===== src/rtl/axistream_ingest.sv =====
// axistream_ingest
// Active AXI-Stream slave that writes received packets word-by-word into a
// packet buffer and reports each completed packet with a one-cycle done pulse.
// It drives TREADY and holds it low whenever no buffer is available.
//
// Ports:
//   clk, rst            single clock, synchronous active-high reset
//   TDATA/TVALID/TLAST  inbound stream
//   TREADY              stream ready (registered)
//   wr_addr/wr_data/wr_en  packet-memory write port (registered)
//   mem_ready           a packet buffer is free; sampled only while idle
//   done/len/truncated  packet-complete pulse with word count and overflow flag
//
// state | meaning
// IDLE  | no buffer claimed, TREADY=0, waiting for mem_ready
// RECV  | TREADY=1, each accepted beat is written at the current count
// DRAIN | buffer full, TREADY=1, beats discarded until TLAST
// DONE  | TREADY=0, last write lands, done/len/truncated issued next
module axistream_ingest #(
  parameter int DATA_WIDTH = 64,
  parameter int ADDR_WIDTH = 10
) (
  input  logic                  clk,
  input  logic                  rst,
  input  logic [DATA_WIDTH-1:0] TDATA,
  input  logic                  TVALID,
  output logic                  TREADY,
  input  logic                  TLAST,
  output logic [ADDR_WIDTH-1:0] wr_addr,
  output logic [DATA_WIDTH-1:0] wr_data,
  output logic                  wr_en,
  input  logic                  mem_ready,
  output logic                  done,
  output logic [ADDR_WIDTH:0]   len,
  output logic                  truncated
);

  typedef enum logic [1:0] {
    S_IDLE,
    S_RECV,
    S_DRAIN,
    S_DONE
  } state_t;

  localparam logic [ADDR_WIDTH:0] LAST_IDX = {1'b0, {ADDR_WIDTH{1'b1}}};

  state_t                  state_q;
  logic [ADDR_WIDTH:0]     count_q;
  logic [ADDR_WIDTH:0]     count_d;
  logic                    trunc_q;
  logic                    tready_q;
  logic                    wr_en_q;
  logic [ADDR_WIDTH-1:0]   wr_addr_q;
  logic [DATA_WIDTH-1:0]   wr_data_q;
  logic                    done_q;
  logic [ADDR_WIDTH:0]     len_q;
  logic                    truncated_q;
  logic                    accept;

  assign accept  = TVALID & tready_q;
  assign count_d = count_q + (ADDR_WIDTH+1)'(1);

  always_ff @(posedge clk) begin
    if (rst) begin
      state_q     <= S_IDLE;
      count_q     <= '0;
      trunc_q     <= 1'b0;
      tready_q    <= 1'b0;
      wr_en_q     <= 1'b0;
      wr_addr_q   <= '0;
      wr_data_q   <= '0;
      done_q      <= 1'b0;
      len_q       <= '0;
      truncated_q <= 1'b0;
    end else begin
      wr_en_q     <= 1'b0;
      done_q      <= 1'b0;
      len_q       <= '0;
      truncated_q <= 1'b0;
      case (state_q)
        S_IDLE: begin
          // Holding off during the done pulse keeps TREADY low for at least
          // three cycles between packets.
          if (mem_ready && !done_q) begin
            state_q  <= S_RECV;
            tready_q <= 1'b1;
          end
        end
        S_RECV: begin
          if (accept) begin
            wr_en_q   <= 1'b1;
            wr_addr_q <= count_q[ADDR_WIDTH-1:0];
            wr_data_q <= TDATA;
            count_q   <= count_d;
            if (TLAST) begin
              state_q  <= S_DONE;
              tready_q <= 1'b0;
            end else if (count_q == LAST_IDX) begin
              state_q <= S_DRAIN;
              trunc_q <= 1'b1;
            end
          end
        end
        S_DRAIN: begin
          if (accept && TLAST) begin
            state_q  <= S_DONE;
            tready_q <= 1'b0;
          end
        end
        S_DONE: begin
          done_q      <= 1'b1;
          len_q       <= count_q;
          truncated_q <= trunc_q;
          count_q     <= '0;
          trunc_q     <= 1'b0;
          state_q     <= S_IDLE;
        end
        default: begin
          state_q  <= S_IDLE;
          tready_q <= 1'b0;
        end
      endcase
    end
  end

  assign TREADY    = tready_q;
  assign wr_en     = wr_en_q;
  assign wr_addr   = wr_addr_q;
  assign wr_data   = wr_data_q;
  assign done      = done_q;
  assign len       = len_q;
  assign truncated = truncated_q;

endmodule

===== config.mk =====
export PLATFORM = sky130hd
export DESIGN_NAME = axistream_ingest
export DESIGN_NICKNAME = d
export VERILOG_FILES = /design/src/rtl/axistream_ingest.sv
export SDC_FILE = /design/constraint.sdc
export NUM_CORES = 1
export LEC_CHECK = 0
export CORE_UTILIZATION = 42
export DETAILED_ROUTE_END_ITERATION = 6
export PLACE_DENSITY = 0.75
export SLEW_MARGIN = 20
export SYNTH_ARGS = -nofsm -noshare
export SYNTH_HDL_FRONTEND = slang
export SYNTH_SLANG_ARGS = --single-unit

===== constraint.sdc =====
create_clock -name clk -period 2.5 [get_ports clk]
set_clock_uncertainty 0.2 [all_clocks]
set_input_delay 0.375 -clock clk [delete_from_list [all_inputs] [get_ports clk]]
set_output_delay 0.375 -clock clk [all_outputs]
set_load 0.05 [all_outputs]

* After elaboration in Yosys (flattened, before gate mapping)
Index checks and enable logic that the tools add are counted. Widths: inputs -> output; s select.
Word-level totals: flip-flop bits (word level) 103, bits in latches 0, memory bits (writable) 0, ROM bits 0, output and inout bits 89, logic and storage cells 57, memories 0
Operators by class: add/subtract/negate cells 1, multipliers 0, divide/modulo/power cells 0, order comparisons 0, equal/unequal tests 11, shifts and indexed selects 0, muxes and demuxes 19, bitwise gates (word level) 3, reduce and logical (&&, ||, !) cells 13
Operators by type and width (number):
- $pmux 11 s2 | 1
- $ne 2x2->1 const B | 6
- $add 11x1->11 const B | 1
- $eq 11x10->1 const B | 1
- $mux 11 | 1
- $mux 2 | 5
- $mux 1 | 9
- $pmux 2 s4 | 1
- $reduce_and 4->1 | 2
- $reduce_and 5->1 | 1
- $eq 2x2->1 const B | 2
- $reduce_and 2->1 | 2
- $reduce_or 2->1 | 2
- $ne 3x3->1 const B | 1
- $pmux 1 s3 | 1
- $reduce_bool 3->1 | 1
- $eq 2x1->1 const B | 1
- $logic_and 1x1->1 | 2
- $logic_not 2->1 | 1
- $not 1->1 | 2
- $pmux 1 s2 | 1
- $reduce_bool 2->1 | 1
- $and 1x1->1 | 1
- $logic_not 1->1 | 1

* Longest topological paths before layout
Gate-level depths: netlist of run 1.
depth after elaboration 5, depth in mapped cells 8

* Worst setup path before layout of run 1
Ideal clock, no wire load.
kind register to register, start register tready_q (netlist: TREADY), end register count_q[10], library setup time 0.059 ns, data arrival time 1.778 ns, required time 2.241 ns, slack 0.463 ns, cell stages (with the launch flop) 6, buffers on the path 1, clock period less this slack 2.037 ns, cells stage by stage dfxtp_1 > and3_1 > buf_2 > o211ai_1 > or4_1 > nand2_1
On the way: longest elaborated chain between the ends 3
RTL lines:
- from (decl) | line 51 | logic tready_q;
- from (signal assigned) | line 68 | tready_q <= 1'b0;
- from (signal assigned) | line 86 | tready_q <= 1'b1;
- from (signal assigned) | line 97 | tready_q <= 1'b0;
- $and 1x1->1 | line 60 | assign accept = TVALID & tready_q;
- $ne 2x2->1 (no source line)
- $reduce_and 2->1 (no source line)
- to (signal assigned) | line 94 | count_q <= count_d;
- to (decl) | line 48 | logic [ADDR_WIDTH:0] count_q;
No other way between the ends. A chain may end at the register's enable or synchronous reset.

* Worst setup path after layout of run 1
start register state_q[1], end register state_q[0]
On the way: longest elaborated chain between the ends 3, elaborated cells on any way between the ends 10, classes of those cells 7 x eq/ne; 1 x mux; 2 x reduce/logical
RTL lines:
- from (decl) | line 47 | state_t state_q;
- from (signal assigned) | line 65 | state_q <= S_IDLE;
- from (signal assigned) | line 85 | state_q <= S_RECV;
- from (signal assigned) | line 96 | state_q <= S_DONE;
- $eq 2x1->1 (tied with other cells) | line 80 | case (state_q)
- $ne 3x3->1 (no source line) / $ne 2x2->1 (equally long branches)
- $reduce_and 4->1 (no source line)
Several ways; a longest one is shown, not always the timed one.

==> flow_summary.ini, run 1 <==
[run_status]
status = finished clean

[power]
power.internal_w = 0.00259
power_density_nw_per_um2 = 672
leakagePower_nw = 1.92
swShare_pct = 31.0
p_seq_share_pct = 47.5
clkPwrFrac_pct = 28.9
p_sw_w = 0.00116
peakVddDrop_mv = 0.393
pwr-share-comb_pct = 23.6

[sta]
drv_slew = 0
max_slew_margin_pct = 58.3
rsz0062_at_grt = no
post-route-min-period_ns = 2.31
fin_crit_sh_pct = 92.2
worst_pin_slew_ns = 0.625
fin_tns_setup_ns = 0
hold_ws_ns = 0.220
worst_slack_ns = 0.195
finalHoldViolCount = 0
max_freq_mhz = 434
setup_viol = 0

[synth]
synth.ff_latch_count = 103
syn_area_sq_um = 3730
synth_nets = 520
synthCells = 445
synth_ff_type = dfxtp_1
ys_async_sr_fraction_pct = 0
ys_warn_count = 0
synth_edf_count = 0
synth.avg_cell_area_sq_um = 8.38
yosysSeqAreaShare_pct = 55.3
synth.distinct_cells = 37

[setup_path]
crit_required_ns = 2.58
setup.worst_path.end_class = register
criticalPathCategory = register to register
arrival_ns = 2.39
path_max_fanout = 8
start_kind = register

[finish]
final_core_util_pct = 64.3
mostFrequentLayoutCells = clkdlybuf4s50_1, nand2_1, dfxtp_1
fillers = 758
syn_to_final_growth_pct = 49.5
final_common_cell = clkdlybuf4s50_1
multi_input_area_sq_um = 1540
seqCellArea_sq_um = 2060
drive_gt1_share_pct = 4.69
nets = 667
post-route-cell-area_sq_um = 5580
n_antenna_cell = 0

[grt]
grtUsageTotal_pct = 20.6
grt_max_degree = 42
antenna_found_initial = 0
grt_pass1_vias = 3233
grt_overflow = 0
grt_pass1_wl_um = 14800

[cts]
h-tree-depth = 3
cts.sinks = 103
cts_buffers = 9
path_clk_slew_ns = 0.09
clockRootBuffer = clkbuf_8
cts_tree = done
postCtsHoldBufs = 0
clockBufferDepth = 2
post_cts_resized = 0
clk_latency_ns = 0.36
post_cts_buffers = 0

[hold_path]
hold_path.class = input pin to register

[routing]
vias = 3519
ant_nets = 0
wirelength_um = 9460
drt-wirelength-per-cell_um = 13.4
vias_per_cell = 4.99
first_pass_iters = 6
drt_drc_violations_left = 0
drt_iter0_drc = 101

[placed_design]
placed_area_sq_um = 5370
place.gp.congestion = 0.824
pre_cts_ws_ns = 0.173
portBuffers = 157
place_hpwl_um = 6800

[floorplanning]
die_w_um = 96.2
fp-row-count = 34
core_area_sq_um = 8680
pin_count = 158
start_util_pct = 43.0
die_h_um = 96.2
dieArea_sq_um = 9260

[run]
cap_violations = 0
==> power by group through the flow <==
stage	Combinational, W	Clock [W]	Sequential (W)
floorplan	0.000343	0	0.00203
global placement	0.000863	0	0.00181
detailed placement	0.000883	0	0.00182
CTS	0.000885	0.00111	0.00178
global route	0.000952	0.00117	0.00179
finish	0.000886	0.00108	0.00178
==> final timing paths <==
| kind | depth (start not counted) | slack, ns | endpoint | from |
|---|---|---|---|---|
| worst max-delay path | 6 | 0.19 | state_q[0] | state_q[1] |
| worst min-delay path | 2 | 0.22 | count_q[0] | rst |
| worst max register to register | 6 | 0.19 | state_q[0] | state_q[1] |
| worst min register to register | 2 | 0.26 | wr_data[38] | wr_data[38] |
==> metrics by stage <==
stage                     instances  total power (W)
after detailed placement        689          0.00270
after floorplan                 445          0.00238
after CTS                       705          0.00377
after global routing            705          0.00391
final                           705          0.00375
after global placement          689          0.00268
==> final cells by class <==
cell class	count	share of cell area, %
Tap cell	108	2.42
Timing Repair Buffer	164	29.0
Sequential cell	103	37.0
Clock buffer	12	2.78
Inverter	3	0.202
Clock inverter	4	0.942
Multi-Input combinational cell	311	27.6
==> sequential cells by signal, indices dropped and copies added, names as in the netlist <==
| signal | count |
|---|---|
| wr_addr | 10 |
| done | 1 |
| count_q | 11 |
| TREADY | 1 |
| state_q | 2 |
| wr_data | 64 |
| len | 11 |
| trunc_q | 1 |
| wr_en | 1 |
| truncated | 1 |
==> layer usage <==
| layer | vias up | global-route usage (%) | wire length [um] |
|---|---|---|---|
| li1 | 1763 | - | - |
| met1 | 1609 | 23.7 | 3870 |
| met2 | 134 | 33.8 | 4470 |
| met3 | 13 | 8.69 | 972 |
| met4 | 0 | 8.21 | 151 |
| met5 | - | 0 | 0 |
==> cell families (layout without fill, tap and decap cells) <==
logic type / Yosys count / in the layout / synth area share [%]
adders and majority gates: 6 / 6 / 2.01
buffers and inverters: 31 / 183 / 3.56
DFF: 103 / 103 / 55.3
and+or+nand+nor: 198 / 198 / 22.4
xor gates and xnor gates: 5 / 5 / 1.17
AOI/OAI and AO/OA: 102 / 102 / 15.5
==> synth_stat cells (all sizes together), types with 3 or more instances <==
cell type / number / area, sq um
nand2: 153 / 574
dfxtp: 103 / 2060
a21oi: 79 / 395
clkbuf: 20 / 75.1
and2: 15 / 93.8
nor2: 11 / 41.3
buf: 8 / 46.3
ha: 6 / 75.1
o211ai: 6 / 45.0
xor2: 5 / 43.8
inv: 3 / 11.3
o21ai: 3 / 15.0
==> worst max-delay path, stage by stage (launching register included) <==
cell and delay, ns:
dfxtp_1 0.38, inv_1 0.10, ha_1 0.28, or2_0 0.22
a222oi_1 0.58, o211ai_1 0.20, a221oi_2 0.25
Note: power is estimated with default switching activity, not from simulation.
==> run 2, diff against run 1 <==
--- a/config.mk
+++ b/config.mk
@@ -7,7 +7,7 @@
 export LEC_CHECK = 0
 export CORE_UTILIZATION = 42
 export DETAILED_ROUTE_END_ITERATION = 6
-export PLACE_DENSITY = 0.75
+export PLACE_DENSITY_LB_ADDON = 0.15
 export SLEW_MARGIN = 20
 export SYNTH_ARGS = -nofsm -noshare
 export SYNTH_HDL_FRONTEND = slang
==> run 2 against run 1 <==
Sequential share of layout area fell by 0.083 points. Global-route usage fell by 0.34 points. Critical path depth fell by 5. Sequential power barely moved. Final cell count rose by 0.14%. Critical endpoint is now TREADY. Largest cell class unchanged.
==> flow_summary.ini, run 2 (synthesis gave the netlist of run 1 again) <==
[floorplanning]
dieArea_sq_um = 9260
start_util_pct = 43.0
fp-row-count = 34
die_w_um = 96.2
pin_count = 158
die_h_um = 96.2
core_area_sq_um = 8680

[sta]
post-route-min-period_ns = 2.27
setup_viol = 0
rsz0062_at_grt = no
worst_pin_slew_ns = 0.599
finalHoldViolCount = 0
drv_slew = 0
worst_slack_ns = 0.230
max_freq_mhz = 441
max_slew_margin_pct = 60.0
fin_crit_sh_pct = 90.8
fin_tns_setup_ns = 0

[cts]
clockBufferDepth = 2
post_cts_resized = 0
clockRootBuffer = clkbuf_8
cts_buffers = 9
h-tree-depth = 3
cts.sinks = 103
cts_tree = done
path_clk_slew_ns = 0.10
clk_latency_ns = 0.35

[grt]
grtUsageTotal_pct = 20.3
grt_overflow = 0
antenna_found_initial = 0
grt_pass1_vias = 3178
grt_max_degree = 51
grt_pass1_wl_um = 14700

[routing]
vias = 3465
wl_met3_um = 809
drt_drc_violations_left = 0
wirelength_um = 9420
ant_nets = 0
first_pass_iters = 7
drt-wirelength-per-cell_um = 13.3
wl_met1_um = 3790
vias_per_cell = 4.91
wl_met2_um = 4650
top_layer_used = met4
drt_iter0_drc = 88

[setup_path]
arrival_ns = 1.69
critical_path.top_delay_family = buffers and inverters
reg2reg_slack_ns = 0.35
path_max_fanout = 7
crit_required_ns = 1.92
setup.worst_path.end_class = output pin
crit_buf_inv = 1
crit_path_top_delay_cell = clkdlybuf4s50_1
slowest_delay_ns = 0.86
crit_chain = clkdlybuf4s50_1
criticalPathCategory = register to output pin
start_kind = register

[placed_design]
place.gp.congestion = 0.823
portBuffers = 157
pre_cts_ws_ns = 0.183
place_hpwl_um = 6460
dpl.cell_count = 690

[power]
swShare_pct = 30.9
power_density_nw_per_um2 = 672
leakagePower_nw = 1.92
p_sw_w = 0.00116
peakVddDrop_mv = 0.364
pwr-share-comb_pct = 23.9
power.internal_w = 0.00260
p_seq_share_pct = 47.3
clkPwrFrac_pct = 28.7

[finish]
final_core_util_pct = 64.4
final_common_cell = clkdlybuf4s50_1
fillers = 775
n_antenna_cell = 0
syn_to_final_growth_pct = 49.8
nets = 669
drive_gt1_share_pct = 5.02
mostFrequentLayoutCells = clkdlybuf4s50_1, nand2_1, dfxtp_1
multi_input_area_sq_um = 1540
final_cell_count_no_fill = 706
largest_reg_flops = 64
seqCellArea_sq_um = 2060

[run_status]
status = finished clean

[run]
cap_violations = 0

[hold_path]
hold_path.class = input pin to register
run 2: cell types whose count changed in the layout (fill, tap and decap cells not counted), sizes merged:
cell and delta:
buf +2, clkinv -2, clkinvlp +2, clkbuf -1
run 2: what timing repair did:
action	CTS	global route
setup buffers	0	1
endpoints found under the hold margin	0	0
endpoints found under the setup margin	0	2
hold buffers	0	0
run 2: per-stage QoR:
| step | power, W | hold WS (ns) | instance area [sq um] |
|---|---|---|---|
| after detailed placement | 0.00270 | 0.245 | 5380 |
| final | 0.00376 | 0.203 | 5590 |
| after floorplan | 0.00238 | 0.231 | 3730 |
| after global placement | 0.00268 | 0.241 | 5380 |
| after CTS | 0.00375 | 0.192 | 5580 |
| after global routing | 0.00394 | 0.219 | 5590 |
run 2: power by group through the flow:
stage / logic, W / clock network [W] / registers [W]
after global placement: 0.000871 / 0 / 0.00181
after detailed placement: 0.000881 / 0 / 0.00182
after global routing: 0.000977 / 0.00117 / 0.00179
after floorplan: 0.000343 / 0 / 0.00203
after CTS: 0.000885 / 0.00109 / 0.00178
final: 0.000899 / 0.00108 / 0.00178
run 2: area by class of cell:
cell class              instances  area share [%]
flip-flops and latches        103            36.9
repair buffers                166            29.2
multi-input cells             311            27.6
clock buffers                  11            2.71
well taps                     108            2.42
clock inverters                 4           0.963
inverters                       3           0.201
run 2: final timing paths:
kind                             startpoint     endpoint  depth (start not counted)
worst min-delay path                    rst   count_q[0]                          2
worst min register to register  wr_data[41]  wr_data[41]                          2
worst max register to register   state_q[1]  count_q[10]                          6
worst max-delay path                 TREADY       TREADY                          1
run 2: metal layers:
metal  track usage, %  vias to the layer above
met4             7.21                        0
met5                0                        -
li1                 -                     1766
met3             7.74                       15
met1             23.5                     1569
met2             34.1                      115
==> run 3, diff against run 2 <==
--- a/config.mk
+++ b/config.mk
@@ -5,7 +5,8 @@
 export SDC_FILE = /design/constraint.sdc
 export NUM_CORES = 1
 export LEC_CHECK = 0
-export CORE_UTILIZATION = 42
+export ABC_AREA = 1
+export CORE_UTILIZATION = 35
 export DETAILED_ROUTE_END_ITERATION = 6
 export PLACE_DENSITY_LB_ADDON = 0.15
 export SLEW_MARGIN = 20
==> constraint.sdc (replaced) <==
create_clock -name clk -period 2.4 [get_ports clk]
set_clock_uncertainty 0.2 [all_clocks]
set_input_delay 0.36 -clock clk [delete_from_list [all_inputs] [get_ports clk]]
set_output_delay 0.36 -clock clk [all_outputs]
set_load 0.05 [all_outputs]
==> run 3 against run 2 <==
Die area is 20% higher. Via count up 1.8%. Largest cell class unchanged. Critical endpoint unchanged. Register-to-register slack improved by 0.12 ns. Highest routed layer unchanged.
==> flow_summary.ini, run 3 <==
[run_status]
status = finished clean

[cts]
cts.sinks = 103
cts_tree = done
path_clk_slew_ns = 0.10
clk_latency_ns = 0.36
clockBufferDepth = 2
cts_buffers = 9
h-tree-depth = 3
post_cts_resized = 0
clockRootBuffer = clkbuf_8
post_cts_buffers = 0
postCtsHoldBufs = 1

[grt]
grt_max_degree = 68
grt_pass1_vias = 3309
grtUsageTotal_pct = 17.9
grt_pass1_wl_um = 16000
antenna_found_initial = 0
grt_overflow = 0

[floorplanning]
dieArea_sq_um = 11100
core_area_sq_um = 10400
pin_count = 158
start_util_pct = 36.2
fp-row-count = 37
die_w_um = 106
die_h_um = 106

[synth]
yosysSeqAreaShare_pct = 54.9
synth.area.top_cells = dfxtp_1, nand2_1, a21oi_1
yosys.area.top_type = dfxtp_1
synth.most_common_cell = nand2_1
synth.avg_cell_area_sq_um = 7.76
synth_edf_count = 0
synth.ff_latch_count = 103
ys_async_sr_fraction_pct = 0
synthCells = 484
syn_area_sq_um = 3750
ys_warn_count = 0
synth.distinct_cells = 19
synth.top_cell.area_share_pct = 54.9
synth_nets = 559
synth_common_cells = nand2_1, dfxtp_1, a21oi_1, nor2_1, inv_1
synth_ff_type = dfxtp_1

[setup_path]
arrival_ns = 1.60
crit_required_ns = 1.84
criticalPathCategory = register to output pin
critical_path.top_delay_family = buffers and inverters
crit_chain = clkdlybuf4s50_1
crit_path_top_delay_cell = clkdlybuf4s50_1
path_max_fanout = 5
setup.worst_path.end_class = output pin
start_kind = register
crit_buf_inv = 1
slowest_delay_ns = 0.84

[hold_path]
hold_path.class = register to register

[run]
cap_violations = 0

[sta]
post-route-min-period_ns = 2.16
rsz0062_at_grt = no
fin_tns_setup_ns = 0
finalHoldViolCount = 0
setup_viol = 0
worst_pin_slew_ns = 0.702
max_slew_margin_pct = 53.2
max_freq_mhz = 462
drv_slew = 0
fin_crit_sh_pct = 90.1

[routing]
vias_per_cell = 4.57
drt-wirelength-per-cell_um = 12.8
wirelength_um = 9870
drt_iter0_drc = 237
drt_drc_violations_left = 0
ant_nets = 0
vias = 3526
first_pass_iters = 6

[placed_design]
portBuffers = 157
place.gp.congestion = 0.795
dpl.cell_count = 755
place_hpwl_um = 6840

[power]
pwr-share-comb_pct = 26.5
swShare_pct = 33.2
p_seq_share_pct = 46.1
power_density_nw_per_um2 = 730
leakagePower_nw = 2.01
p_sw_w = 0.00136
power.internal_w = 0.00274
clkPwrFrac_pct = 27.4
peakVddDrop_mv = 0.388

[finish]
largest_reg_flops = 64
syn_to_final_growth_pct = 49.6
drive_gt1_share_pct = 3.93
nets = 706
final_common_cell = nand2_1
fillers = 1007
mostFrequentLayoutCells = nand2_1, clkdlybuf4s50_1, dfxtp_1
n_antenna_cell = 0
final_cell_count_no_fill = 772
## run 3: metal layers
metal  GRT usage [%]  up-vias  routed length (um)
met5               0        -                   0
met4            5.95        0                 116
li1                -     1823                   -
met3            3.96       11                 640
met2            29.0      106                4590
met1            23.5     1586                4520
## run 3: area by class of cell
type                       count  area, sq um  share of cell area [%]
clock inverter                 6         66.3                    1.18
inverter                      30          113                    2.01
sequential                   103         2060                    36.7
tap                          136          170                    3.03
clock buffer                  10          138                    2.45
timing repair buffer         162         1630                    29.1
multi-input combinational    325         1440                    25.6
## run 3: tightest hold or removal path: cells and delay by family, from the launching register on
kind / cells / cell delay, ns
buf+inv: 1 / 0.05
flops: 1 / 0.32
simple gates: 1 / 0.04
## run 3: power groups by stage
| stage | Combinational, W | Clock, W | Sequential, W |
|---|---|---|---|
| 2_1_floorplan | 0.000401 | 0 | 0.00223 |
| 3_3_place_gp | 0.00107 | 0 | 0.00193 |
| 3_5_place_dp | 0.00109 | 0 | 0.00193 |
| 4_1_cts | 0.00109 | 0.00116 | 0.00189 |
| 5_1_grt | 0.00118 | 0.00123 | 0.00191 |
| 6_report | 0.00109 | 0.00112 | 0.00189 |
## run 3: logic make-up (layout without fill, tap and decap cells)
| group | Yosys count | count (layout) | share of synthesized area [%] |
|---|---|---|---|
| simple gates | 217 | 217 | 22.6 |
| fa+ha+maj | 6 | 6 | 2.00 |
| flops | 103 | 103 | 54.9 |
| compound gates | 102 | 102 | 13.7 |
| buf+inv | 56 | 208 | 6.83 |
## run 3: per-stage QoR
step / util, % / power, W / setup WS, ns / instance area, sq um / hold WS [ns]
4_1_cts: 54.2 / 0.00415 / 0.212 / 5620 / 0.251
3_5_place_dp: 52.1 / 0.00302 / 0.335 / 5400 / 0.233
2_1_floorplan: - / 0.00263 / 0.727 / 3750 / 0.208
3_3_place_gp: 52.1 / 0.00300 / 0.395 / 5400 / 0.234
6_report: 54.2 / 0.00410 / 0.237 / 5620 / 0.242
5_1_grt: 54.2 / 0.00432 / 0.150 / 5620 / 0.274
## run 3: worst paths after layout
path                            slack (ns)         end        from  cells after the start
worst max-delay path                  0.24      TREADY      TREADY                      1
worst min-delay path                  0.24   truncated     trunc_q                      2
worst max register to register        0.47  wr_data[7]  state_q[1]                      7
worst min register to register        0.24   truncated     trunc_q                      2
